===== src/rtl/intc_ctrl.sv =====
// ============================================================================
// Module      : intc_ctrl
// Description : Six-source interrupt controller between the bridge interrupt
//               lines and the CPU exception logic. Captures, masks and
//               prioritises the sources, then raises one IRQ with a vector.
//               Handshake: IntAck pulse from the CPU, then an EOI written to
//               the VEC register. Lowest index has the highest priority.
// Ports       : clk, rst        - clock, synchronous active-high reset
//               HWIn[5:0]       - raw interrupt sources (bit i = HWInt[i+2])
//               IntAdd/IntWe/IntWD/IntRD - word-addressed register port
//                                 (00 PEND, 01 MASK, 10 VEC, 11 CTRL)
//               IntAck          - CPU exception-entry pulse
//               IRQ, IntVec     - registered request and its source index
// Options     : define INTC_NESTED_EN to allow preemption of a source in
//               service by a higher-priority one (ISR holds several bits).
// Revision    : 1.0 - initial release
// ============================================================================
`default_nettype none

module intc_ctrl #(
    parameter int              NSRC      = 6,
    parameter logic [NSRC-1:0] EDGE_MASK = 6'b000011
) (
    input  logic            clk,
    input  logic            rst,
    input  logic [NSRC-1:0] HWIn,
    input  logic [1:0]      IntAdd,
    input  logic            IntWe,
    input  logic [31:0]     IntWD,
    output logic [31:0]     IntRD,
    input  logic            IntAck,
    output logic            IRQ,
    output logic [2:0]      IntVec
);

    localparam logic [1:0] c_addr_pend = 2'd0;
    localparam logic [1:0] c_addr_mask = 2'd1;
    localparam logic [1:0] c_addr_vec  = 2'd2;
    localparam logic [1:0] c_addr_ctrl = 2'd3;

    typedef enum logic [1:0] {
        ST_IDLE    = 2'd0,
        ST_REQ     = 2'd1,
        ST_SERVICE = 2'd2
    } state_t;

    state_t          r_state;
    state_t          w_state_nxt;

    logic [NSRC-1:0] r_hw_q;       // first sample of HWIn
    logic [NSRC-1:0] r_hw_d;       // previous sample, for edge detection
    logic [NSRC-1:0] r_pend;
    logic [NSRC-1:0] r_mask;
    logic [NSRC-1:0] r_isr;
    logic            r_gie;
    logic            r_irq;
    logic [2:0]      r_vec;

    logic [NSRC-1:0] w_req_bits;
    logic            w_cand_valid;
    logic [2:0]      w_cand_idx;
    logic            w_isr_any;
    logic [2:0]      w_isr_lo;
    logic            w_preempt_ok;
    logic            w_eoi;
    logic            w_take_ack;
    logic [2:0]      w_ack_idx;
    logic [NSRC-1:0] w_ack_clr;
    logic [NSRC-1:0] w_w1c;
    logic [NSRC-1:0] w_rise;
    logic [NSRC-1:0] w_pend_nxt;
    logic [NSRC-1:0] w_isr_nxt;
    logic            w_unused_wd;

    assign w_unused_wd = ^IntWD[31:NSRC];

    assign w_req_bits = r_pend & r_mask;
    assign w_eoi      = IntWe && (IntAdd == c_addr_vec);
    assign w_w1c      = (IntWe && (IntAdd == c_addr_pend)) ? (IntWD[NSRC-1:0] & EDGE_MASK) : '0;
    assign w_rise     = r_hw_q & ~r_hw_d & EDGE_MASK;

    // Lowest-index pending & enabled source, and lowest-index in-service bit.
    always_comb begin
        w_cand_valid = 1'b0;
        w_cand_idx   = '0;
        w_isr_any    = 1'b0;
        w_isr_lo     = '0;
        for (int i = NSRC - 1; i >= 0; i--) begin
            if (w_req_bits[i]) begin
                w_cand_valid = 1'b1;
                w_cand_idx   = 3'(i);
            end
            if (r_isr[i]) begin
                w_isr_any = 1'b1;
                w_isr_lo  = 3'(i);
            end
        end
    end

    // A candidate may be requested when it outranks everything in service.
    // ISR is always empty outside SERVICE in the non-nested build, so this
    // reduces to GIE & candidate there.
    assign w_preempt_ok = r_gie && w_cand_valid && (!w_isr_any || (w_cand_idx < w_isr_lo));

    // If the candidate vanished in the ack cycle, ack the vector the CPU saw.
    assign w_ack_idx = w_cand_valid ? w_cand_idx : r_vec;
    assign w_ack_clr = w_take_ack ? ((NSRC'(1) << w_ack_idx) & EDGE_MASK) : '0;

    // Set beats any clear in the same cycle; level bits just follow the sample.
    assign w_pend_nxt = (((r_pend & ~w_w1c & ~w_ack_clr) | w_rise) & EDGE_MASK)
                      | (r_hw_q & ~EDGE_MASK);

    always_comb begin
        w_state_nxt = r_state;
        w_take_ack  = 1'b0;
        w_isr_nxt   = r_isr;
        case (r_state)
            ST_IDLE: begin
                if (w_preempt_ok) begin
                    w_state_nxt = ST_REQ;
                end
            end
            ST_REQ: begin
                if (IntAck) begin
                    w_state_nxt = ST_SERVICE;
                    w_take_ack  = 1'b1;
                    w_isr_nxt   = r_isr | (NSRC'(1) << w_ack_idx);
                end else if (!w_preempt_ok) begin
                    // Withdrawn request falls back to whatever was interrupted.
                    w_state_nxt = w_isr_any ? ST_SERVICE : ST_IDLE;
                end
            end
            ST_SERVICE: begin
                if (w_eoi) begin
`ifdef INTC_NESTED_EN
                    w_isr_nxt   = r_isr & ~(NSRC'(1) << w_isr_lo);
                    w_state_nxt = (|w_isr_nxt) ? ST_SERVICE : ST_IDLE;
`else
                    w_isr_nxt   = '0;
                    w_state_nxt = ST_IDLE;
`endif
                end
`ifdef INTC_NESTED_EN
                else if (w_preempt_ok) begin
                    w_state_nxt = ST_REQ;
                end
`endif
            end
            default: begin
                w_state_nxt = ST_IDLE;
            end
        endcase
    end

    always_ff @(posedge clk) begin
        if (rst) begin
            r_state <= ST_IDLE;
            r_hw_q  <= '0;
            r_hw_d  <= '0;
            r_pend  <= '0;
            r_mask  <= '0;
            r_isr   <= '0;
            r_gie   <= 1'b0;
            r_irq   <= 1'b0;
            r_vec   <= '0;
        end else begin
            r_state <= w_state_nxt;
            r_hw_q  <= HWIn;
            r_hw_d  <= r_hw_q;
            r_pend  <= w_pend_nxt;
            r_isr   <= w_isr_nxt;
            if (IntWe && (IntAdd == c_addr_mask)) begin
                r_mask <= IntWD[NSRC-1:0];
            end
            if (IntWe && (IntAdd == c_addr_ctrl)) begin
                r_gie <= IntWD[0];
            end
            r_irq <= (w_state_nxt == ST_REQ);
            r_vec <= (w_state_nxt == ST_REQ) ? w_cand_idx : 3'd0;
        end
    end

    assign IRQ    = r_irq;
    assign IntVec = r_vec;

    // The active source is the lowest set ISR bit; with nesting disabled ISR
    // holds exactly the acknowledged source while in service.
    always_comb begin
        IntRD = '0;
        case (IntAdd)
            c_addr_pend: IntRD = 32'(r_pend);
            c_addr_mask: IntRD = 32'(r_mask);
            c_addr_vec:  IntRD = {(r_state == ST_SERVICE), 28'b0, w_isr_lo};
            c_addr_ctrl: IntRD = (32'(EDGE_MASK) << 8) | 32'(r_gie);
            default:     IntRD = '0;
        endcase
    end

endmodule

`default_nettype wire


===== config.mk =====
export PLATFORM = sky130hd
export DESIGN_NAME = intc_ctrl
export DESIGN_NICKNAME = d
export VERILOG_FILES = /design/src/rtl/intc_ctrl.sv
export SDC_FILE = /design/constraint.sdc
export NUM_CORES = 1
export LEC_CHECK = 0
export CORE_MARGIN = 5
export CORE_UTILIZATION = 41
export CTS_CLUSTER_SIZE = 40
export DETAILED_ROUTE_END_ITERATION = 16
export PLACE_DENSITY = 0.89
export SYNTH_ARGS = -nofsm -noshare
export SYNTH_HDL_FRONTEND = slang
export SYNTH_SLANG_ARGS = --single-unit

===== constraint.sdc =====
create_clock -name clk -period 2.2 [get_ports clk]
set_input_delay 0.44 -clock clk [delete_from_list [all_inputs] [get_ports clk]]
set_output_delay 0.44 -clock clk [all_outputs]
set_load 0.005 [all_outputs]

==> metrics.txt <==
Worst EP required=between 1.5 and 2 ns; Slew Limit Fails=0; met2 WL post-DR=~1.8 mm; Comb pwr share=a little over a tenth; Die ar.=roughly 5700 um2; Synth Cell Area=approximately 1700 um2; Placed Cells incl. Taps=between 200 and 300; CTS buffer count=5; sw frac=roughly 23%; critical path endpoint category=output pin; Hold Path Cell Cnt=1; Post-synth EDFFs=0; DR WL met3=between 200 and 300 um; hold endpoint=r_pend[1]; clock slew at reported path FFs=0.06 ns; HP Class=reg2reg; sw power=between 0.2 and 0.3 mW; fin nets=around 280; clock buffer depth=2; worst skew pair latency=roughly 0.29 ns; Finished Cell Area=around 2200 um2; Sequential Area=662 um2; Distinct cells, synth=45; initial antenna violation count=0; vias per inst=between 4 and 5; Critical Path Source Type=primary input; Pint=between 0.9 and 1 mW; # setup viols final=0; First DRT Iteration DRCs=80; Root Driver=clkbuf_8; largest net degree at the start of global routing=14; ANT nets after route=0; PD cells=559 nW/um2; multi-input logic area=between 900 and 1000 um2; commonest non-fill, non-tap cell in the layout=dfxtp_1; wirelength, routed=approximately 3.7 mm; DP Area=about 2000 um2; clock power share=between 30 and 40%; met1 WL=1.56 mm; Crit Path Max Fanout=8; DR top layer=met4; clock sinks=33; DPL Wire Length=roughly 2.9 mm; leading cell types in the layout, fill and taps excluded=dfxtp_1, conb_1, clkdlybuf4s50_1; Row Count=23; Hold Vio Cnt, Final=0; RSZ-0062 raised after global routing=true; IO buf count=30; Slew Limit Headroom=between 60% and 70%; period utilization=between 90% and 100%; Tot Pwr=1.22 mW; total number of vias=1387; setup TNS=0 ns; WL per Instance=around 13 um; actual slew at the worst max-slew pin=between 0.5 and 0.6 ns; fin crit period=between 2 and 2.5 ns; reg2reg path depth=7; total gr overflow=0; Crit Path Category=in2out; sequential area share after synthesis=a little under two fifths; Synth Instances=approximately 190; Post-route DRC=0; Syn-to-layout area delta=24.9%; H-tree Lvls=2; GRT Overall Usage=roughly 14%; FF-to-FF Start=r_mask[2]; die width=~75 um; Hold Buf Count CTS=0; fill count=368; status=completed; Placer Congestion=0.843; r2r setup slk=0.19 ns; Boundary Pins=80; FMAX=approximately 460 MHz; VDD IR max=between 0.2 and 0.3 mV; FF+latch count, synth=33; vias in the first global route=approximately 1300; total iterations of the first detailed-routing run=4; mean area per synthesized cell=9.22 um2; skew final=between 0.004 and 0.005 ns; Reg power frac=around 52%; Synth warnings=0; Ant. Diodes=0; hold_sp=r_hw_d[1]; Synth Flop Type=dfxtp_1; Max-cap violations=0; layout cell share with drive strength beyond 1=approximately 15%; first-pass GRT wire length=approximately 5.9 mm; worst path arrival time=~1.7 ns; Final Non-Filler Cells=281; Async SR Flop Fraction=0%; core area=between 4000 and 5000 um2; CTS tree=built; Chip Height=between 70 and 80 um; Starting Density=about 43%; reg2reg end=IntVec[2]; P_leak=between 0.9 and 1 nW
[per-stage QoR]
stage          hold slack [ns]  worst slack (ns)  utilization, %
2_1_floorplan            0.399             0.469               -
3_3_place_gp             0.406            -0.183            50.1
3_5_place_dp             0.411            -0.205            50.1
4_1_cts                  0.419          0.000146            53.2
5_1_grt                  0.458           -0.0318            53.6
6_report                 0.417            0.0178            53.6
[power by group through the flow]
stage               combinational, mW  sequential [mW]  clock [mW]
global placement                0.124            0.642           0
finish                          0.133            0.631       0.451
floorplan                      0.0973            0.640           0
detailed placement              0.126            0.644           0
global route                    0.147            0.634       0.489
CTS                             0.131            0.631       0.464
[worst max-delay path: stages]
cell and delay (ns):
clkdlybuf4s50_1 0.47, buf_6 0.13, buf_4 0.12, mux2i_1 0.20
o22ai_2 0.10, dlygate4sd2_1 0.27
[final cells by class]
type | instances | area share [%]
Inverter | 5 | 0.863
Timing Repair Buffer | 41 | 17.5
Multi-Input combinational cell | 145 | 44.4
Tap cell | 50 | 2.88
Clock buffer | 7 | 3.97
Sequential cell | 33 | 30.4
[metal layers]
metal / global-route usage, % / up-vias
li1: - / 698
met1: 16.4 / 642
met2: 23.8 / 40
met3: 4.14 / 7
met4: 5.24 / 0
met5: 0 / -
[registers in the layout, summed over array words and instances, names as in the netlist]
| register | flops |
|---|---|
| r_hw_q | 6 |
| r_isr | 6 |
| r_mask | 6 |
| r_pend | 6 |
| IntVec | 3 |
| r_hw_d | 2 |
| r_state | 2 |
| IRQ | 1 |
| r_gie | 1 |
[Yosys cell counts (3+ instances only)]
library cell / count / area (um2)
nand2_1: 9 / 33.8
dfxtp_1: 33 / 661
nor2_1: 20 / 75.1
a22oi_1: 3 / 22.5
a22o_1: 5 / 43.8
and2_1: 3 / 18.8
buf_4: 24 / 180
nor2b_1: 15 / 93.8
mux2i_1: 12 / 120
inv_1: 5 / 18.8
nand2b_1: 4 / 25.0
o21ai_0: 5 / 25.0
nor3b_1: 3 / 22.5
nor4_1: 3 / 18.8
a21oi_1: 9 / 45.0
[how the worst max path moves through the flow]
stage               from         to  slack [ns]  cells past startpoint
6_report       IntAdd[0]   IntRD[2]        0.02                      6
5_1_grt        IntAdd[0]   IntRD[2]       -0.03                      6
4_1_cts        IntAdd[0]   IntRD[1]      0.0001                      6
3_5_place_dp   IntAdd[1]   IntRD[1]       -0.20                      5
3_3_place_gp   IntAdd[1]   IntRD[1]       -0.18                      5
2_1_floorplan   r_isr[2]  IntVec[2]        0.47                      6
[repair_timing]
| item | 4_1_cts | 5_1_grt |
|---|---|---|
| pin swaps | 1 | 3 |
| setup buffers | 4 | 1 |
| gates resized for setup | 12 | 6 |
| setup endpoints to repair | 9 | 4 |
| cloned | 0 | 0 |
| endpoints found under the hold margin | 0 | 0 |
[logic make-up (layout without fill, tap and decap cells)]
logic type               Yosys count  in the layout  synth area share, %
AO/OA/AOI/OAI                     38             38                 18.2
adder cells (fa/ha/maj)            2              2                 1.44
flip-flops                        33             33                 37.9
AND/OR/NAND/NOR                   69             69                 21.6
buffers and inverters             33             53                 12.4
multiplexers                      13             13                 8.19
other                              1             23                0.215
Power figures use the tool's default switching activity.
